### config.mk
export PLATFORM = sky130hd
export DESIGN_NAME = pulse_pattern_sequencer
export DESIGN_NICKNAME = d
export VERILOG_FILES = /design/src/rtl/pulse_pattern_sequencer.sv
export SDC_FILE = /design/constraint.sdc
export NUM_CORES = 1
export LEC_CHECK = 0
export BUFFER_PORTS_ARGS = -buffer_cell sky130_fd_sc_hd__buf_2
export CELL_PAD_IN_SITES_DETAIL_PLACEMENT = 0
export CELL_PAD_IN_SITES_GLOBAL_PLACEMENT = 2
export CORE_MARGIN = 3
export CORE_UTILIZATION = 32
export DETAILED_ROUTE_END_ITERATION = 10
export PLACE_DENSITY = 0.87
export SLEW_MARGIN = 10
export SYNTH_ARGS = -nofsm -noshare
export SYNTH_HDL_FRONTEND = slang
export SYNTH_SLANG_ARGS = --single-unit
### constraint.sdc
create_clock -name clock -period 3.32 [get_ports clock]
set_clock_uncertainty 0.2 [all_clocks]
set_input_delay 0.166 -clock clock [delete_from_list [all_inputs] [get_ports clock]]
set_output_delay 0.166 -clock clock [all_outputs]
set_load 0.02 [all_outputs]
### src/rtl/pulse_pattern_sequencer.sv
// Request-driven sequencer for the 16-bit circular shift register: loads a pattern,
// gates its serial output for N cycles, counts the emitted pulses and strobes done.
module pulse_pattern_sequencer #(
    parameter int WIDTH = 16,
    parameter int CNT_W = 16
) (
    input  logic             clock,
    input  logic             reset_n,
    input  logic             req_valid,
    output logic             req_ready,
    input  logic [WIDTH-1:0] req_pattern,
    input  logic [CNT_W-1:0] req_cycles,
    input  logic             abort,
    output logic [WIDTH-1:0] sr_load_in,
    output logic             sr_load,
    input  logic             sr_shift_out,
    output logic             pulse_out,
    output logic             busy,
    output logic             done,
    output logic             aborted,
    output logic [CNT_W-1:0] pulse_count
);

    localparam logic [1:0] S_IDLE = 2'd0;
    localparam logic [1:0] S_LOAD = 2'd1;
    localparam logic [1:0] S_RUN  = 2'd2;
    localparam logic [1:0] S_DONE = 2'd3;

    logic [1:0]       state;
    logic [1:0]       state_nxt;
    logic [WIDTH-1:0] pattern_q;
    logic [CNT_W-1:0] cycles_q;
    logic [CNT_W-1:0] remain_q;
    logic [CNT_W-1:0] pulse_count_q;
    logic             aborted_q;
    logic             accept;
    logic             run_last;

    assign accept   = req_valid && (state == S_IDLE);
    assign run_last = (remain_q == CNT_W'(1));

    always_comb begin
        state_nxt = state;
        case (state)
            S_IDLE: begin
                if (accept) begin
                    state_nxt = (req_cycles == '0) ? S_DONE : S_LOAD;
                end
            end
            S_LOAD: state_nxt = abort ? S_DONE : S_RUN;
            S_RUN:  state_nxt = (abort || run_last) ? S_DONE : S_RUN;
            S_DONE: state_nxt = S_IDLE;
            default: state_nxt = S_IDLE;
        endcase
    end

    always_ff @(posedge clock or negedge reset_n) begin
        if (!reset_n) begin
            state <= S_IDLE;
        end else begin
            state <= state_nxt;
        end
    end

    always_ff @(posedge clock or negedge reset_n) begin
        if (!reset_n) begin
            pattern_q <= '0;
            cycles_q  <= '0;
        end else if (accept) begin
            pattern_q <= req_pattern;
            cycles_q  <= req_cycles;
        end
    end

    // The run counter is armed in LOAD so RUN spans exactly cycles_q cycles.
    always_ff @(posedge clock or negedge reset_n) begin
        if (!reset_n) begin
            remain_q <= '0;
        end else if (state == S_LOAD) begin
            remain_q <= cycles_q;
        end else if (state == S_RUN) begin
            remain_q <= remain_q - CNT_W'(1);
        end
    end

    always_ff @(posedge clock or negedge reset_n) begin
        if (!reset_n) begin
            pulse_count_q <= '0;
            aborted_q     <= 1'b0;
        end else begin
            if (accept) begin
                pulse_count_q <= '0;
                aborted_q     <= 1'b0;
            end else begin
                if ((state == S_RUN) && sr_shift_out) begin
                    pulse_count_q <= pulse_count_q + CNT_W'(1);
                end
                if (((state == S_LOAD) || (state == S_RUN)) && abort) begin
                    aborted_q <= 1'b1;
                end
            end
        end
    end

    assign req_ready   = (state == S_IDLE);
    assign sr_load     = (state == S_LOAD);
    assign sr_load_in  = pattern_q;
    assign pulse_out   = sr_shift_out && (state == S_RUN);
    assign busy        = (state != S_IDLE);
    assign done        = (state == S_DONE);
    assign aborted     = aborted_q;
    assign pulse_count = pulse_count_q;

endmodule

# Yosys cells after proc, flatten, opt, wreduce, memory -nomap -nowiden

Index checks and enable logic that the tools add are counted.
W data, S select, Z words.

Bits in registers: 67
Bits in latches: 0
Bits in writable memories: 0
Memory bits (read-only): 0
Bits of input ports: 37
Output and inout bits: 38
Word-level logic and storage cells: 35
Memories: 0

$add $sub $neg: 2
Multiply operators: 0
Div/mod/pow operators: 0
Order comparisons: 0
Equal/unequal tests: 5
Shift-type cells: 0
Mux-type cells: 11
Bitwise gates (word level): 0
Reductions and logical operators: 11

Operators by type and width:

| operator                | number |
|---|---|
| $mux W16                | 4 |
| $add A16 B1 Y16 const B | 1 |
| $eq A16 B1 Y1 const B   | 1 |
| $logic_not A16 Y1       | 1 |
| $sub A16 B1 Y16 const B | 1 |
| $pmux W2 S4             | 1 |
| $reduce_bool A2 Y1      | 4 |
| $eq A2 B2 Y1 const B    | 2 |
| $mux W1                 | 4 |
| $mux W2                 | 2 |
| $logic_and A1 B1 Y1     | 3 |
| $eq A2 B1 Y1 const B    | 1 |
| $logic_not A2 Y1        | 1 |
| $logic_or A1 B1 Y1      | 2 |
| $ne A2 B1 Y1 const B    | 1 |

# Depth between registers and ports, before layout

Gate-level depths: netlist (run 1).

Word-level depth: 5
Gate-level depth with buffers: 7
Depth with buffers taken out: 6

# Worst setup path before layout (run 1)

OpenSTA, ideal clock, no wires.

Path kind: reg2reg
Start: register state[0]
End: register pulse_count_q[14] (netlist: pulse_count[14])
Setup time: 0.078 ns
Arrival: 2.037 ns
Data required time: 3.042 ns
Slack: 1.005 ns
Cell stages (with the launch flop): 8
Buffers on the path: 1
Clock period less this slack: 2.315 ns
Path through: dfrtp_1 inv_1 ha_1 nand3_2 or4_1 buf_2 or4_1 a21oi_1

Word-level cells in the longest chain between the ends: 3
Elaborated cells between the ends (all ways): 6
Those cells by class: eq/ne (1); mux (1); reduce/logical (4)

RTL lines:

| element                                                         | RTL line | source |
|---|---|---|
| start: declaration                                              | 29       | `logic [1:0] state;` |
| start signal: assignment                                        | 61       | `state <= state_nxt;` |
| $eq A2 B2 Y1 or $logic_not A2 Y1 (tied branches)                | 95, 39   |  |
| $logic_and A1 B1 Y1 (on tied branches)                          | 95, 39   |  |
| $reduce_bool A2 Y1 (no source line) or $mux W16 (tied branches) | -        |  |
| end signal: assignment                                          | 96       | `pulse_count_q <= pulse_count_q + CNT_W'(1);` |
| end: declaration                                                | 34       | `logic [CNT_W-1:0] pulse_count_q;` |

Several ways; a longest one is shown, not always the timed one.
A chain may end at the register's enable or synchronous reset.

# Final worst setup path (run 1)

Start: register state[0]
End: register pulse_count_q[15] (netlist: pulse_count[15])

The elaborated chain is that of the path after synthesis.

==> results.txt, run 1 <==
Critical Path RT: 3.38 ns
TNS Setup: 0 ns
Drc violations: 0
# rows: 36
Worst-path clk slew: 0.08 ns
CTS buffer count: 9
YS warnings: 0
Worst hold slack: 0.0155 ns
Crit. path cell count: 6
Grt total ovfl: 0
Final nets: 515
Maximum VDD drop: 0.380 mV
Most Frequent Cell on Critical Path: or4_1
Critical path's slowest cell: or4_1
Post-cts resize count: 0
Total Routing Usage GR: 16.3%
F_max: 390 MHz
Crit path max fanout: 8
Clk root buf: clkbuf_8
Status: complete, no violations
Fin. max-slew vios: 0
TritonCTS clock tree: yes
RSZ-0062 raised after global routing: no
Ratio of cells with drive above 1 in the final layout: 21.8%
Tcrit/Tclk final: 77.2%
Rel. slew slack: 20.5%
Mux cell area share after synthesis: 2.47%
Filler cell count: 985
Hold_buf cts: 35
Syn_area_per_cell: 8.93 sq um
DIE HEIGHT: 107 um
Crit end category: register
Yosys reg bits: 67
Die Footprint: 11400 sq um
WHS Path Cells: 4
CP top delay family: simple AND/OR/NAND/NOR gates
IO Pins: 75
Pwr per Cell Area: 836 nW/um^2
Simple-Gate Fraction of Synth Area: 26.7%
Hold Vio Cnt, Final: 0
WL/cell: 14.3 um
Worst reg2reg path depth: 6
First-pass GRT wire length: 14900 um
Largest family of logic cells by synthesized area: simple AND/OR/NAND/NOR gates
# diodes: 0
Clk buf depth: 2
Routability cong.: 0.777
XOR/XNOR share of the synthesized area: 1.89%
Initial Util: 33.0%
Crit-path max cell delay: 0.66 ns
H-tree depth: 3
Cells after Synth: 363
DR vias/cell: 4.82
Die Wd: 107 um
Vias in the first global route: 3009
Drt first pass iters: 4
Static leakage: 2.12 nW
Mapped cell area: 3240 sq um
Max_cap viols: 0
Clock latency on the worst-skew pair: 0.34 ns
CORE AREA: 9820 sq um
Setup violations, final: 0
Synthesized net count: 407
# clock sinks: 67
Min Tclk post-route: 2.56 ns
Via count: 2936
CP Buf/Inv Count: 1
Routed WL: 8710 um
Area growth syn-to-layout: 32.9%
Iteration-0 DRC Markers: 170
Port Buf Inserts: 74
Seq/Total Area, Yosys: 51.7%
Largest net degree at the start of global routing: 50
Post-CTS Setup Inserts: 0
Worst EP arrival: 2.62 ns
Slew @ Worst Pin: 1.19 ns
DRT antenna net count: 0
Post-DP HPWL: 5660 um
Worst min path class: input port to register
Unique cell type count in the Yosys netlist: 40
Initial antenna violation count: 0
Adder-cell share of the synthesized area: 2.70%
Cell Chain, Critical Path: inv_1 > ha_1 > nand3_2 > or4_1 > or4_1 > a21oi_1
Compound-Gate Fraction of Synth Area: 11.0%
Startpoint types: register
Crit Path Category: register to register
## layout by cell type (no fill, tap or decap), types with 9 or more instances in the layout
cell	instances
nand2_1	118
buf_2	74
dfrtp_1	67
dlygate4sd3_1	35
a21oi_1	23
nor2_1	15
inv_1	11
o21ai_0	11
clkbuf_8	11
nand4_1	9
## cell type report
class	count	area, sq um	area share [%]
well taps	133	166	3.86
flip-flops and latches	67	1680	38.9
multi-input cells	266	1450	33.7
repair buffers	115	766	17.8
inverters	12	46.3	1.07
clock buffers	13	159	3.69
clock inverters	3	46.3	1.07
## registers in the layout, summed over array words and instances (netlist names)
register and cells:
state 2, aborted 1, sr_load_in 16, remain_q 16, pulse_count 16, cycles_q 16
## metrics by stage
step	setup slack [ns]	cells	instance area (sq um)	power, mW	util [%]
2_1_floorplan	1.00	363	3240	2.41	-
3_3_place_gp	0.849	558	3760	2.85	38.3
3_5_place_dp	0.767	558	3760	2.89	38.3
4_1_cts	0.752	609	4310	3.64	43.9
5_1_grt	0.631	609	4310	3.93	43.9
6_report	0.758	609	4310	3.60	43.9
## synthesized netlist by cell type (all sizes together)
cell / instances / area, sq um
and4: 1 / 10.0
or3: 8 / 51.3
a21oi: 23 / 115
nor2: 15 / 56.3
dfrtp: 67 / 1680
or4: 8 / 60.1
nand3b: 1 / 7.51
inv: 11 / 41.3
clkinvlp: 1 / 5.00
nand2: 118 / 443
buf: 3 / 13.8
mux2i: 8 / 80.1
ha: 7 / 87.6
nand4b: 2 / 17.5
a41o: 1 / 10.0
nor2b: 1 / 6.26
o31ai: 5 / 37.5
nand3: 9 / 50.1
nor3: 6 / 30.0
nor3b: 1 / 7.51
a31oi: 1 / 6.26
a22oi: 2 / 15.0
clkbuf: 15 / 56.3
a32oi: 1 / 8.76
nand4: 9 / 56.3
a221o: 5 / 50.1
o21ai: 11 / 55.1
a31o: 2 / 17.5
nor4b: 1 / 8.76
xnor2: 3 / 26.3
nor4: 5 / 43.8
xor2: 4 / 35.0
o22ai: 5 / 31.3
a2bb2oi: 1 / 8.76
and4b: 1 / 11.3
and2: 1 / 6.26
## final timing paths
check | slack (ns) | endpoint | startpoint
min reg2reg | 0.28 | sr_load_in[1] | sr_load_in[1]
max in group asynchronous | 1.80 | sr_load_in[5] | reset_n
min | 0.02 | pulse_count[2] | sr_shift_out
max | 0.76 | pulse_count[15] | state[0]
max reg2reg | 0.76 | pulse_count[15] | state[0]
min in group asynchronous | 0.16 | pulse_count[6] | reset_n
## layer usage
| metal | up-vias | share of wire (%) | global-route usage (%) |
|---|---|---|---|
| li1 | 1468 | - | - |
| met1 | 1397 | 47 | 22.0 |
| met2 | 65 | 49 | 26.1 |
| met3 | 6 | 3.5 | 2.83 |
| met4 | 0 | 1.1 | 6.39 |
| met5 | - | 0 | 0 |
## logic make-up after synthesis
group / Yosys count
buf+inv: 30
fa+ha+maj: 7
compound gates: 57
xor+xnor: 7
flops: 67
simple gates: 187
mux: 8
## report_power, final
group	total [mW]	internal [mW]	switching, mW
sequential	1.39	1.13	0.257
clock	0.707	0.390	0.316
combinational	1.51	0.569	0.942
## worst min-delay path, stage by stage
cell	delay [ns]
buf_2	0.13
nand3_1	0.09
xor2_1	0.06
nor2_1	0.07
Power figures use the tool's default switching activity.
==> run 2, diff against run 1 <==
--- a/config.mk
+++ b/config.mk
@@ -9,9 +9,9 @@
 export CELL_PAD_IN_SITES_DETAIL_PLACEMENT = 0
 export CELL_PAD_IN_SITES_GLOBAL_PLACEMENT = 2
 export CORE_MARGIN = 3
-export CORE_UTILIZATION = 32
+export CORE_UTILIZATION = 29
 export DETAILED_ROUTE_END_ITERATION = 10
-export PLACE_DENSITY = 0.87
+export PLACE_DENSITY = 0.84
 export SLEW_MARGIN = 10
 export SYNTH_ARGS = -nofsm -noshare
 export SYNTH_HDL_FRONTEND = slang
==> constraint.sdc (replaced) <==
create_clock -name clock -period 2.09 [get_ports clock]
set_clock_uncertainty 0.2 [all_clocks]
set_input_delay 0.1045 -clock clock [delete_from_list [all_inputs] [get_ports clock]]
set_output_delay 0.1045 -clock clock [all_outputs]
set_load 0.02 [all_outputs]
==> results.txt, run 2 (synthesis gave the netlist of run 1 again) <==
Commonest non-fill, non-tap cell in the layout: nand2_1 (unchanged)
Ratio of cells with drive above 1 in the final layout: 29.9% (was 21.8%)
Clk root buf: clkbuf_8 (unchanged)
Slew @ Worst Pin: 0.460 ns (was 1.19 ns)
Clock latency on the worst-skew pair: 0.35 ns (was 0.34 ns)
Crit-path max cell delay: 0.52 ns (was 0.66 ns)
CTS buffer count: 9 (unchanged)
Min Tclk post-route: 2.10 ns (was 2.56 ns)
Largest net degree at the start of global routing: 68 (was 50)
Initial antenna violation count: 0 (unchanged)
Initial Util: 30.6% (was 33.0%)
Reg2reg start: state[0] (unchanged)
IO Pins: 75 (unchanged)
Routed WL: 9190 um (was 8710 um)
Iteration-0 DRC Markers: 134 (was 170)
Via count: 3096 (was 2936)
Crit end category: register (unchanged)
Pwr Total: 6.49 mW (was 3.60 mW)
Post-DP HPWL: 6170 um (was 5660 um)
RR Endpoint: pulse_count[12] (was pulse_count[15])
Drt first pass iters: 4 (unchanged)
Fin. max-slew vios: 0 (unchanged)
Port Buf Inserts: 74 (unchanged)
# clock sinks: 67 (unchanged)
# diodes: 0 (unchanged)
Worst min path class: input port to asynchronous set/reset pin (was input port to register)
F_max: 475 MHz (was 390 MHz)
Final WS setup: -0.0144 ns (was 0.758 ns)
DR vias/cell: 4.81 (was 4.82)
CORE AREA: 10600 sq um (was 9820 sq um)
Maximum VDD drop: 0.684 mV (was 0.380 mV)
RSZ-0062 raised after global routing: yes (was no)
Violated checks: setup timing
Filler cell count: 1012 (was 985)
Static leakage: 2.32 nW (was 2.12 nW)
Final nets: 547 (was 515)
Pwr per Cell Area: 1370 nW/um^2 (was 836 nW/um^2)
Critical path's slowest cell: or4_4 (was or4_1)
WL/cell: 14.3 um (about the same)
Clk buf depth: 2 (unchanged)
Vias in the first global route: 3148 (was 3009)
Drc violations: 0 (unchanged)
Placed insts: 586 (was 558)
Crit path max fanout: 5 (was 8)
FF-to-FF setup slack: -0.01 ns (was 0.76 ns)
Area growth syn-to-layout: 45.5% (was 32.9%)
Worst reg2reg path depth: 6 (unchanged)
DRT antenna net count: 0 (unchanged)
Routability cong.: 0.789 (was 0.777)
Die Wd: 112 um (was 107 um)
TritonCTS clock tree: yes (unchanged)
DIE HEIGHT: 112 um (was 107 um)
Startpoint types: register (unchanged)
Non-filler instance count after layout: 644 (was 609)
Hold Vio Cnt, Final: 0 (unchanged)
Worst-path clk slew: 0.08 ns (about the same)
Most Frequent Cell on Critical Path: or4_4 (was or4_1)
Die Footprint: 12500 sq um (was 11400 sq um)
# rows: 37 (was 36)
Cell Chain, Critical Path: inv_2 > ha_4 > nand3_4 > or4_4 > or4_4 > a21oi_2 (was inv_1 > ha_1 > nand3_2 > or4_1 > or4_1 > a21oi_1)
Total Routing Usage GR: 15.0% (was 16.3%)
Crit Path Category: register to register (unchanged)
Commonest non-fill, non-tap cells in the layout: nand2_1 (118), buf_2 (74), dfrtp_1 (67) (unchanged)
Max_cap viols: 0 (unchanged)
Status: complete, but fails checks (was complete, no violations)
Setup violations, final: 1 (was 0)
Tcrit/Tclk final: 101% (was 77.2%)
H-tree depth: 3 (unchanged)
Rel. slew slack: 69.0% (was 20.5%)
Grt total ovfl: 0 (unchanged)
Critical Path RT: 2.16 ns (was 3.38 ns)
TNS Setup: -0.0144 ns (was 0 ns)
First-pass GRT wire length: 15300 um (was 14900 um)
Worst EP arrival: 2.18 ns (was 2.62 ns)
run 2: cell count changes in the layout (fill, tap and decap cells not counted), moves of 3 or more:
| cell | previous run | this run |
|---|---|---|
| or4_1 | 8 | 5 |
| o31ai_2 | 0 | 3 |
| buf_4 | 6 | 34 |
| o31ai_1 | 5 | 2 |
| or4_4 | 0 | 3 |
run 2: final cells by class:
class / count / area (sq um) / share of cell area [%]
clock inverters: 6 / 113 / 2.39
multi-input cells: 266 / 1530 / 32.5
inverters: 12 / 50.0 / 1.06
repair buffers: 147 / 1040 / 22.0
flip-flops and latches: 67 / 1680 / 35.5
well taps: 136 / 170 / 3.61
clock buffers: 10 / 138 / 2.92
run 2: repair_timing:
| action | 4_1_cts | 5_1_grt |
|---|---|---|
| setup endpoints to repair | 6 | 13 |
| hold buffers | 36 | 0 |
| gates resized for setup | 6 | 15 |
| pin swaps | 12 | 6 |
| endpoints found under the hold margin | 105 | 0 |
| buffers inserted | 2 | 4 |
run 2: worst max path at each step:
stage                         from              end  slack, ns  depth (start not counted)
after floorplan           state[0]  pulse_count[14]      -0.20                          7
after global placement    state[0]  pulse_count[15]      -0.09                          6
after detailed placement  state[0]  pulse_count[14]      -0.15                          6
after CTS                 state[0]  pulse_count[12]      -0.08                          6
after global routing      state[0]  pulse_count[12]      -0.07                          6
final                     state[0]  pulse_count[12]      -0.01                          6
run 2: critical path: cells and delay by family (launching register included):
kind | cells | cell delay, ns
fa+ha+maj | 1 | 0.14
buf+inv | 1 | 0.08
flops | 1 | 0.40
compound gates | 1 | 0.14
simple gates | 3 | 1.08
run 2: per-stage QoR:
step                      utilization (%)  setup slack, ns  hold slack [ns]  instance area [sq um]
after floorplan                         -           -0.202           -0.391                   3250
after global routing                 44.5          -0.0741            0.141                   4720
after detailed placement             37.4           -0.150          -0.0385                   3960
final                                44.5          -0.0144           0.0954                   4720
after global placement               37.4          -0.0938          -0.0464                   3960
after CTS                            43.5          -0.0834            0.112                   4610
run 2: per-layer routing:
metal / vias to the layer above / global-route usage [%] / part of all wire [%]
met4: 0 / 6.08 / 1.1
met1: 1498 / 19.5 / 46
met3: 8 / 3.15 / 4.1
met5: - / 0 / 0
li1: 1531 / - / -
met2: 59 / 24.4 / 49
run 2: where the power goes:
group | total [mW] | switching [mW] | internal (mW)
Sequential | 2.19 | 0.397 | 1.79
Combinational | 2.95 | 1.67 | 1.27
Clock | 1.35 | 0.522 | 0.827
